===== src/rtl/picorv32_mem_arbiter.sv =====
// picorv32_mem_arbiter
//   Round-robin arbiter sharing one memory/IO slave port among N_MASTERS
//   PicoRV32 native memory interfaces. One transaction at a time: the granted
//   request is registered onto s_*, read data is returned per master, and a
//   slave-response timeout forces completion if s_ready never arrives.
//
// Ports
//   clk, resetn          clock; synchronous active-low reset
//   m_valid/addr/wdata/wstrb   per-master requests (slice i = master i)
//   m_ready              per-master one-cycle completion pulse
//   m_rdata              per-master registered read data
//   s_valid/addr/wdata/wstrb   registered request to the shared slave
//   s_ready, s_rdata     slave completion and read data
//   grant_id             current/last granted master
//   busy                 transaction in progress (GRANT or RESP)
//   timeout_err          sticky flag, set on any slave timeout
module picorv32_mem_arbiter #(
  parameter int unsigned N_MASTERS = 4,
  parameter int unsigned TIMEOUT   = 255,
  parameter logic [31:0] ERR_RDATA = 32'hDEAD_BEEF
) (
  input  logic                      clk,
  input  logic                      resetn,
  input  logic [N_MASTERS-1:0]      m_valid,
  input  logic [32*N_MASTERS-1:0]   m_addr,
  input  logic [32*N_MASTERS-1:0]   m_wdata,
  input  logic [4*N_MASTERS-1:0]    m_wstrb,
  output logic [N_MASTERS-1:0]      m_ready,
  output logic [32*N_MASTERS-1:0]   m_rdata,
  output logic                      s_valid,
  output logic [31:0]               s_addr,
  output logic [31:0]               s_wdata,
  output logic [3:0]                s_wstrb,
  input  logic                      s_ready,
  input  logic [31:0]               s_rdata,
  output logic [2:0]                grant_id,
  output logic                      busy,
  output logic                      timeout_err
);

  localparam logic [15:0] CNT_LAST = 16'(TIMEOUT - 1);
  localparam logic [2:0]  LAST_RST = 3'(N_MASTERS - 1);

  typedef enum logic [1:0] {IDLE, GRANT, RESP} state_e;

  state_e                    state_q, state_d;
  logic                      s_valid_q, s_valid_d;
  logic [31:0]               s_addr_q, s_addr_d;
  logic [31:0]               s_wdata_q, s_wdata_d;
  logic [3:0]                s_wstrb_q, s_wstrb_d;
  logic [N_MASTERS-1:0]      m_ready_q, m_ready_d;
  logic [32*N_MASTERS-1:0]   m_rdata_q, m_rdata_d;
  logic [2:0]                grant_q, grant_d;
  logic [2:0]                last_q, last_d;
  logic [15:0]               cnt_q, cnt_d;
  logic                      terr_q, terr_d;

  logic [2:0] start_idx;
  logic [2:0] idx_hi, idx_lo, pick_idx;
  logic       found_hi, found_lo, pick_found;
  logic       timeout_hit;

  // Rotating priority: the lowest requester at or above start_idx wins,
  // otherwise wrap to the lowest requester below it.
  always_comb begin
    start_idx = (last_q == LAST_RST) ? '0 : last_q + 3'd1;
    found_hi  = 1'b0;
    found_lo  = 1'b0;
    idx_hi    = '0;
    idx_lo    = '0;
    for (int unsigned i = 0; i < N_MASTERS; i++) begin
      if (m_valid[i] && (3'(i) >= start_idx) && !found_hi) begin
        found_hi = 1'b1;
        idx_hi   = 3'(i);
      end
      if (m_valid[i] && (3'(i) < start_idx) && !found_lo) begin
        found_lo = 1'b1;
        idx_lo   = 3'(i);
      end
    end
    pick_found = found_hi | found_lo;
    pick_idx   = found_hi ? idx_hi : idx_lo;
  end

  assign timeout_hit = (cnt_q == CNT_LAST);

  always_ff @(posedge clk) begin
    if (!resetn) begin
      state_q   <= IDLE;
      s_valid_q <= 1'b0;
      s_addr_q  <= '0;
      s_wdata_q <= '0;
      s_wstrb_q <= '0;
      m_ready_q <= '0;
      m_rdata_q <= '0;
      grant_q   <= '0;
      last_q    <= LAST_RST;
      cnt_q     <= '0;
      terr_q    <= 1'b0;
    end else begin
      state_q   <= state_d;
      s_valid_q <= s_valid_d;
      s_addr_q  <= s_addr_d;
      s_wdata_q <= s_wdata_d;
      s_wstrb_q <= s_wstrb_d;
      m_ready_q <= m_ready_d;
      m_rdata_q <= m_rdata_d;
      grant_q   <= grant_d;
      last_q    <= last_d;
      cnt_q     <= cnt_d;
      terr_q    <= terr_d;
    end
  end

  always_comb begin
    state_d = state_q;
    unique case (state_q)
      IDLE:    if (pick_found) state_d = GRANT;
      GRANT:   if (s_ready || timeout_hit) state_d = RESP;
      RESP:    state_d = IDLE;
      default: state_d = IDLE;
    endcase
  end

  always_comb begin
    s_valid_d = s_valid_q;
    s_addr_d  = s_addr_q;
    s_wdata_d = s_wdata_q;
    s_wstrb_d = s_wstrb_q;
    m_ready_d = '0;
    m_rdata_d = m_rdata_q;
    grant_d   = grant_q;
    last_d    = last_q;
    cnt_d     = cnt_q;
    terr_d    = terr_q;
    unique case (state_q)
      IDLE: begin
        if (pick_found) begin
          s_valid_d = 1'b1;
          grant_d   = pick_idx;
          last_d    = pick_idx;
          cnt_d     = '0;
          for (int unsigned i = 0; i < N_MASTERS; i++) begin
            if (3'(i) == pick_idx) begin
              s_addr_d  = m_addr[32*i +: 32];
              s_wdata_d = m_wdata[32*i +: 32];
              s_wstrb_d = m_wstrb[4*i +: 4];
            end
          end
        end
      end
      GRANT: begin
        // s_ready on the final count is a normal completion, not a timeout.
        if (s_ready || timeout_hit) begin
          s_valid_d = 1'b0;
          for (int unsigned i = 0; i < N_MASTERS; i++) begin
            if (3'(i) == grant_q) begin
              m_ready_d[i] = 1'b1;
              if (s_wstrb_q == '0) begin
                m_rdata_d[32*i +: 32] = s_ready ? s_rdata : ERR_RDATA;
              end
            end
          end
          if (!s_ready) terr_d = 1'b1;
        end else begin
          cnt_d = cnt_q + 16'd1;
        end
      end
      RESP: begin
      end
      default: begin
      end
    endcase
  end

  assign s_valid     = s_valid_q;
  assign s_addr      = s_addr_q;
  assign s_wdata     = s_wdata_q;
  assign s_wstrb     = s_wstrb_q;
  assign m_ready     = m_ready_q;
  assign m_rdata     = m_rdata_q;
  assign grant_id    = grant_q;
  assign busy        = (state_q != IDLE);
  assign timeout_err = terr_q;

endmodule


===== config.mk =====
export PLATFORM = sky130hd
export DESIGN_NAME = picorv32_mem_arbiter
export DESIGN_NICKNAME = d
export VERILOG_FILES = /design/src/rtl/picorv32_mem_arbiter.sv
export SDC_FILE = /design/constraint.sdc
export NUM_CORES = 1
export LEC_CHECK = 0
export BUFFER_PORTS_ARGS = -buffer_cell sky130_fd_sc_hd__buf_2
export CAP_MARGIN = 20
export CORE_AREA = 2 2 200 202
export DETAILED_ROUTE_END_ITERATION = 10
export DIE_AREA = 0 0 202 204
export PLACE_DENSITY = 0.51
export SLEW_MARGIN = 20
export SYNTH_ARGS = -nofsm -noshare
export SYNTH_HDL_FRONTEND = slang
export SYNTH_SLANG_ARGS = --single-unit
export TNS_END_PERCENT = 100

===== constraint.sdc =====
create_clock -name clk -period 2.5 [get_ports clk]
set_input_delay 0.375 -clock clk [delete_from_list [all_inputs] [get_ports clk]]
set_output_delay 0.375 -clock clk [all_outputs]
set_load 0.05 [all_outputs]

==> run metrics, run 1 <==
gpl congestion 0.850; XOR/XNOR Fraction of Synth Area 0.0127; CTS H-tree depth 1; skew final 18.4 ps; warning count from the yosys run 0; startpoint class of the critical path flop; Worst-path clk slew 60 ps; root buffer cell clkbuf_16; clock tree buffer depth 3; Mapped Nets 1303; post-synth top area share 0.465; main combinational cell family by area after synthesis compound AO/OA/AOI/OAI gates; die width 202 um; Worst Path Arrival roughly 2700 ps; main area contributors after synthesis dfxtp_1 (46%), a31o_2 (6.2%), o221ai_1 (6.2%); DIE HEIGHT 204 um; Min-Delay Path Class input port to flop; footprint of the multi-input gates 0.00478 mm2; post-synthesis simple-gate area fraction 0.112; Post-synth top flop dfxtp_1; relative slew slack 0.508; ys async rst share 0; Hold Path End s_wdata[30]; final WL 40.5 mm; Post-synth EDFFs 0; First-pass DRT Iterations 5; Post-CTS Hold Fix Bufs 0; area of the die 0.0412 mm2; area added between synthesis and finish 43.6%; post-place setup slack roughly 210 ps; CP Data Required Time 2920 ps; status complete, no violations; CTS Buf Count 26; pwr dens 814 mW/mm2; filler cell count 4058; CTS tree built; syn avg cell area ~9.8 um2; I/O pin count about 520; nets approximately 1800; endpoints failing hold 0; Sequential cell area between 0.004 and 0.005 mm2; setup slack, reg-to-reg 190 ps; DR vias/cell 5.04; Synth area leader dfxtp_1; adder-cell share of the synthesized area 0.00649; initial antenna violation count 7; Remaining DRCs 0; I/O Buffers 515; Clk Latency, worst-skew pair 550 ps; hold path depth 3; Tmin final 2310 ps; RSZ-0062 raised after global routing no; Slew Viols, Final 0; pin count of the biggest net entering global routing a little under 70; Clock Sink Count between 200 and 250; cells after synthesis 987; per-cell routed wire length 20.2 um; Synth Register Bits around 220; global-route wire length before repair 60.7 mm; Netlist cell types 46; most common cell in the synthesized netlist dfxtp_1; Post-synth top cells dfxtp_1 (224), clkbuf_1 (78), a21oi_1 (76); R2R Path End s_wdata[1]; critical path class flop to flop; layout cell share with drive strength beyond 1 0.494; CP endpoint kind flop; hold path start m_wdata[30]; gr ovfl total 0; Max Freq about 430 MHz; Netlist Area Pre-Place 0.00964 mm2; Worst Path Max Fanout 35; Initial Util 0.246; post-synthesis sequential area ratio 0.465; post-cts sizing count 0; Antenna Nets Post-Route 0; Critical R2R Launch last_q[0]; # rows 73; max_cap viols 0; Slew @ Worst Pin 738 ps; peak supply drop 489 uV; setup violators final 0; P_leak 0.00595 uW; Via Count between 10000 and 15000; overall routing resource usage 0.188; Synth Area in Compound Gates 0.339; mux contribution to synthesized area 0.0166; setup ws final 189 ps; setup repair bufs after CTS 0; vias in the first global route about 10000; R2R depth 8; post-DP HPWL 29.8 mm; core area 0.0392 mm2; final setup TNS 0 ps; final worst-path cycle share 0.924; Iteration-0 DRC Markers 406
## layer usage
metal | up-vias | global-route usage | routed length, um
li1 | 4800 | - | -
met1 | 4811 | 0.229 | 16500
met2 | 442 | 0.330 | 20100
met3 | 66 | 0.0359 | 2800
met4 | 2 | 0.0641 | 1150
met5 | - | 0 | 13
## worst max-delay path, cell delays in order, from the launching register on
cell and delay (ps):
dfxtp_1 330, inv_1 70, ha_1 330, nor2b_1 350
o311ai_4 150, buf_4 280, a31o_2 300, a21oi_1 220
o2bb2ai_1 110
## worst max-delay path by stage
stage | startpoint | end | slack, ps | cells after the start
6_report | last_q[0] | s_wdata[1] | 190 | 8
5_1_grt | cnt_q[0] | m_rdata[16] | 4 | 8
4_1_cts | last_q[0] | s_wdata[14] | 170 | 9
3_5_place_dp | last_q[0] | s_wdata[14] | 210 | 9
3_3_place_gp | last_q[0] | s_addr[4] | 200 | 8
2_1_floorplan | last_q[0] | s_addr[14] | 430 | 9
## metrics by stage
step	instance area, um2	hold slack [ps]	total power, uW	util	cells
floorplan	9640	472	6240	-	987
global placement	12900	440	7350	0.330	1957
detailed placement	12900	441	7360	0.330	1957
CTS	13800	66.8	11400	0.353	2004
global route	13800	95.8	11700	0.353	2008
finish	13800	98.0	11300	0.353	2008
## logic make-up after synthesis
family                   count (synthesis)
AO/OA/AOI/OAI                          400
flip-flops                             224
AND/OR/NAND/NOR                        215
buffers and inverters                  112
multiplexers                            16
XOR/XNOR                                14
adder cells (fa/ha/maj)                  5
other                                    1
## cell type report
cell class	count	share of cell area
Sequential cell	224	0.324
Clock inverter	10	0.00931
Antenna cell	4	0.000723
Tap cell	525	0.0474
Inverter	6	0.00163
Multi-Input combinational cell	651	0.346
Clock buffer	37	0.0558
Timing Repair Buffer	551	0.216
## cells in the final DEF (no fill, tap or decap), types with 11 or more instances in the layout
cell type / n
a21oi_1: 76
nor2_1: 73
buf_2: 515
nor2b_1: 29
xor2_1: 13
a31o_2: 68
o221ai_1: 68
nand3_1: 15
nand4_1: 16
o22ai_1: 16
o2bb2ai_1: 68
buf_4: 25
clkbuf_16: 27
o221a_2: 48
nand2_1: 45
a211oi_1: 48
dfxtp_1: 224
mux2i_1: 16
buf_12: 11
## power breakdown
| part | internal, uW | total, uW | switching (uW) |
|---|---|---|---|
| clock | 2450 | 4000 | 1550 |
| sequential | 3850 | 4020 | 170 |
| combinational | 1020 | 3250 | 2230 |
## registers in the layout, indices dropped and copies added (netlist names)
signal,count
cnt_q,16
grant_id,2
last_q,2
m_rdata,128
m_ready,4
s_addr,32
s_valid,1
s_wdata,32
s_wstrb,4
state_q,2
timeout_err,1
No activity file was read; power rests on OpenSTA's default activity.
==> run 2, diff against run 1 <==
- CAP_MARGIN: 20 -> unset
- PLACE_DENSITY: 0.51 -> 0.56
==> run 2 against run 1 <==
Compared with the run above:
- largest power group is now the clock network
- critical path type unchanged
- sequential cell count unchanged
- maximum frequency fell by 2.9%
- highest routed layer unchanged
- final area is essentially flat
==> run metrics, run 2 (synthesized netlist as in run 1, its figures left out) <==
status complete, no violations; filler cell count 4117 (+1.5%); gpl congestion 0.833 (-2.0%); most common cell after layout, fill and taps aside buf_2; global-route wire length before repair 60.1 mm (-0.95%); max FFs per register 128 (unchanged); post-cts sizing count 0 (unchanged); CP Data Required Time 2910 ps (about the same); layout cell share with drive strength beyond 1 0.494 (about the same); area of the die 0.0412 mm2 (unchanged); gr ovfl total 0 (unchanged); CP endpoint kind flop; DR vias/cell 5.08 (+0.77%); I/O Buffers 515 (unchanged); final WL 40.3 mm (-0.71%); final setup TNS 0 ps (unchanged); root buffer cell clkbuf_16; Clock Sink Count 224 (unchanged); max_cap viols 0 (unchanged); Initial Util 0.246 (unchanged); post-DP HPWL 29.7 mm (-0.58%); per-cell routed wire length 20.1 um (-0.36%); Iteration-0 DRC Markers 428 (+5.4%); Buf+Inv Stages, Crit Path 2 (unchanged); Sequential cell area 0.00448 mm2 (unchanged); core area 0.0392 mm2 (unchanged); area added between synthesis and finish 43.5% (about the same); DIE HEIGHT 204 um (unchanged); relative slew slack 0.369 (-0.139); Clk Latency, worst-skew pair 540 ps (about the same); pwr dens 833 mW/mm2 (+2.2%); critical path class flop to flop; peak supply drop 442 uV (-9.7%); final worst-path cycle share 0.952 (+0.0280); die width 202 um (unchanged); CP top delay family compound AO/OA/AOI/OAI gates; slowest CP cell dfxtp_1; Tmin final 2380 ps (+70.0 ps); Slew Viols, Final 0 (unchanged); clock tree buffer depth 3 (unchanged); setup violators final 0 (unchanged); endpoints failing hold 0 (unchanged); nets 1769 (-0.39%); RSZ-0062 raised after global routing no; Slew @ Worst Pin 946 ps (+208 ps); Worst Path Max Fanout 37 (+5.7%); # rows 73 (unchanged); vias in the first global route 9894 (-0.24%); Worst-path clk slew 60 ps (about the same); commonest cells after routing, fill and taps aside buf_2 (515), dfxtp_1 (224), a21oi_1 (76); critical-path cell list inv_1, ha_1, nor2b_1, o311ai_4, buf_4, a31o_2, a21oi_1, o2bb2ai_1; P_leak 0.00593 uW (-0.44%); max incr delay on CP 340 ps (about the same); initial antenna violation count 8 (+1); Remaining DRCs 0 (unchanged); pin count of the biggest net entering global routing 91 (+32%); Min Hold Slack 109 ps (+10.8 ps); Antenna Nets Post-Route 0 (unchanged); Min-Delay Path Class input port to flop; footprint of the multi-input gates 0.00477 mm2 (-0.26%); Max Freq 420 MHz (-2.9%); startpoint class of the critical path flop; overall routing resource usage 0.185 (-0.00249); Post-CTS Hold Fix Bufs 0 (unchanged); I/O pin count 517 (unchanged); First-pass DRT Iterations 5 (unchanged); setup repair bufs after CTS 0 (unchanged); CTS H-tree depth 1 (unchanged); skew final 5.39 ps (-13.0 ps); CTS Buf Count 27 (+3.8%); CTS tree built; Via Count 10200 (+0.41%); Worst Path Arrival 2800 ps (+70 ps)
run 2: worst reg2reg max path, stage by stage, from the launching register on:
cell       delay, ps
dfxtp_1          340
inv_1             70
ha_1             340
nor2b_1          340
o311ai_4         140
buf_4            280
a31o_2           350
a21oi_1          280
o2bb2ai_1        110
run 2: layer usage:
| layer | up-vias | global-route usage | share of wire |
|---|---|---|---|
| met5 | - | 0 | 0.0010 |
| met4 | 6 | 0.0601 | 0.027 |
| met3 | 68 | 0.0387 | 0.071 |
| met2 | 426 | 0.325 | 0.49 |
| met1 | 4879 | 0.225 | 0.41 |
| li1 | 4784 | - | - |
run 2: where the power goes:
group          total [uW]  switching [uW]  internal (uW)
clock network        4290            1640           2660
logic                3210            2210            998
registers            4020             171           3850
total               11500            4020           7500
run 2: final timing paths:
kind | end | slack [ps] | cells past startpoint | start
setup / recovery | s_addr[30] | 120 | 8 | last_q[0]
hold / removal | s_wdata[11] | 110 | 3 | m_wdata[11]
setup reg to reg | s_addr[30] | 120 | 8 | last_q[0]
hold reg to reg | m_rdata[100] | 450 | 2 | m_rdata[100]
run 2: area by class of cell:
class / instances / area share
repair buffers: 543 / 0.211
flip-flops and latches: 224 / 0.324
clock buffers: 33 / 0.0541
inverters: 6 / 0.00163
diodes: 3 / 0.000543
well taps: 525 / 0.0475
clock inverters: 16 / 0.0168
multi-input cells: 651 / 0.345
run 2: through the flow:
stage          setup slack, ps  cell area, um2  total power [uW]   util  cells
2_1_floorplan              425            9640              6240      -    987
3_3_place_gp               148           12800              7300  0.328   1949
3_5_place_dp               132           12800              7320  0.328   1949
4_1_cts                   94.4           13800             11600  0.353   1998
5_1_grt                   21.6           13800             12000  0.353   2000
6_report                   119           13800             11500  0.353   2001
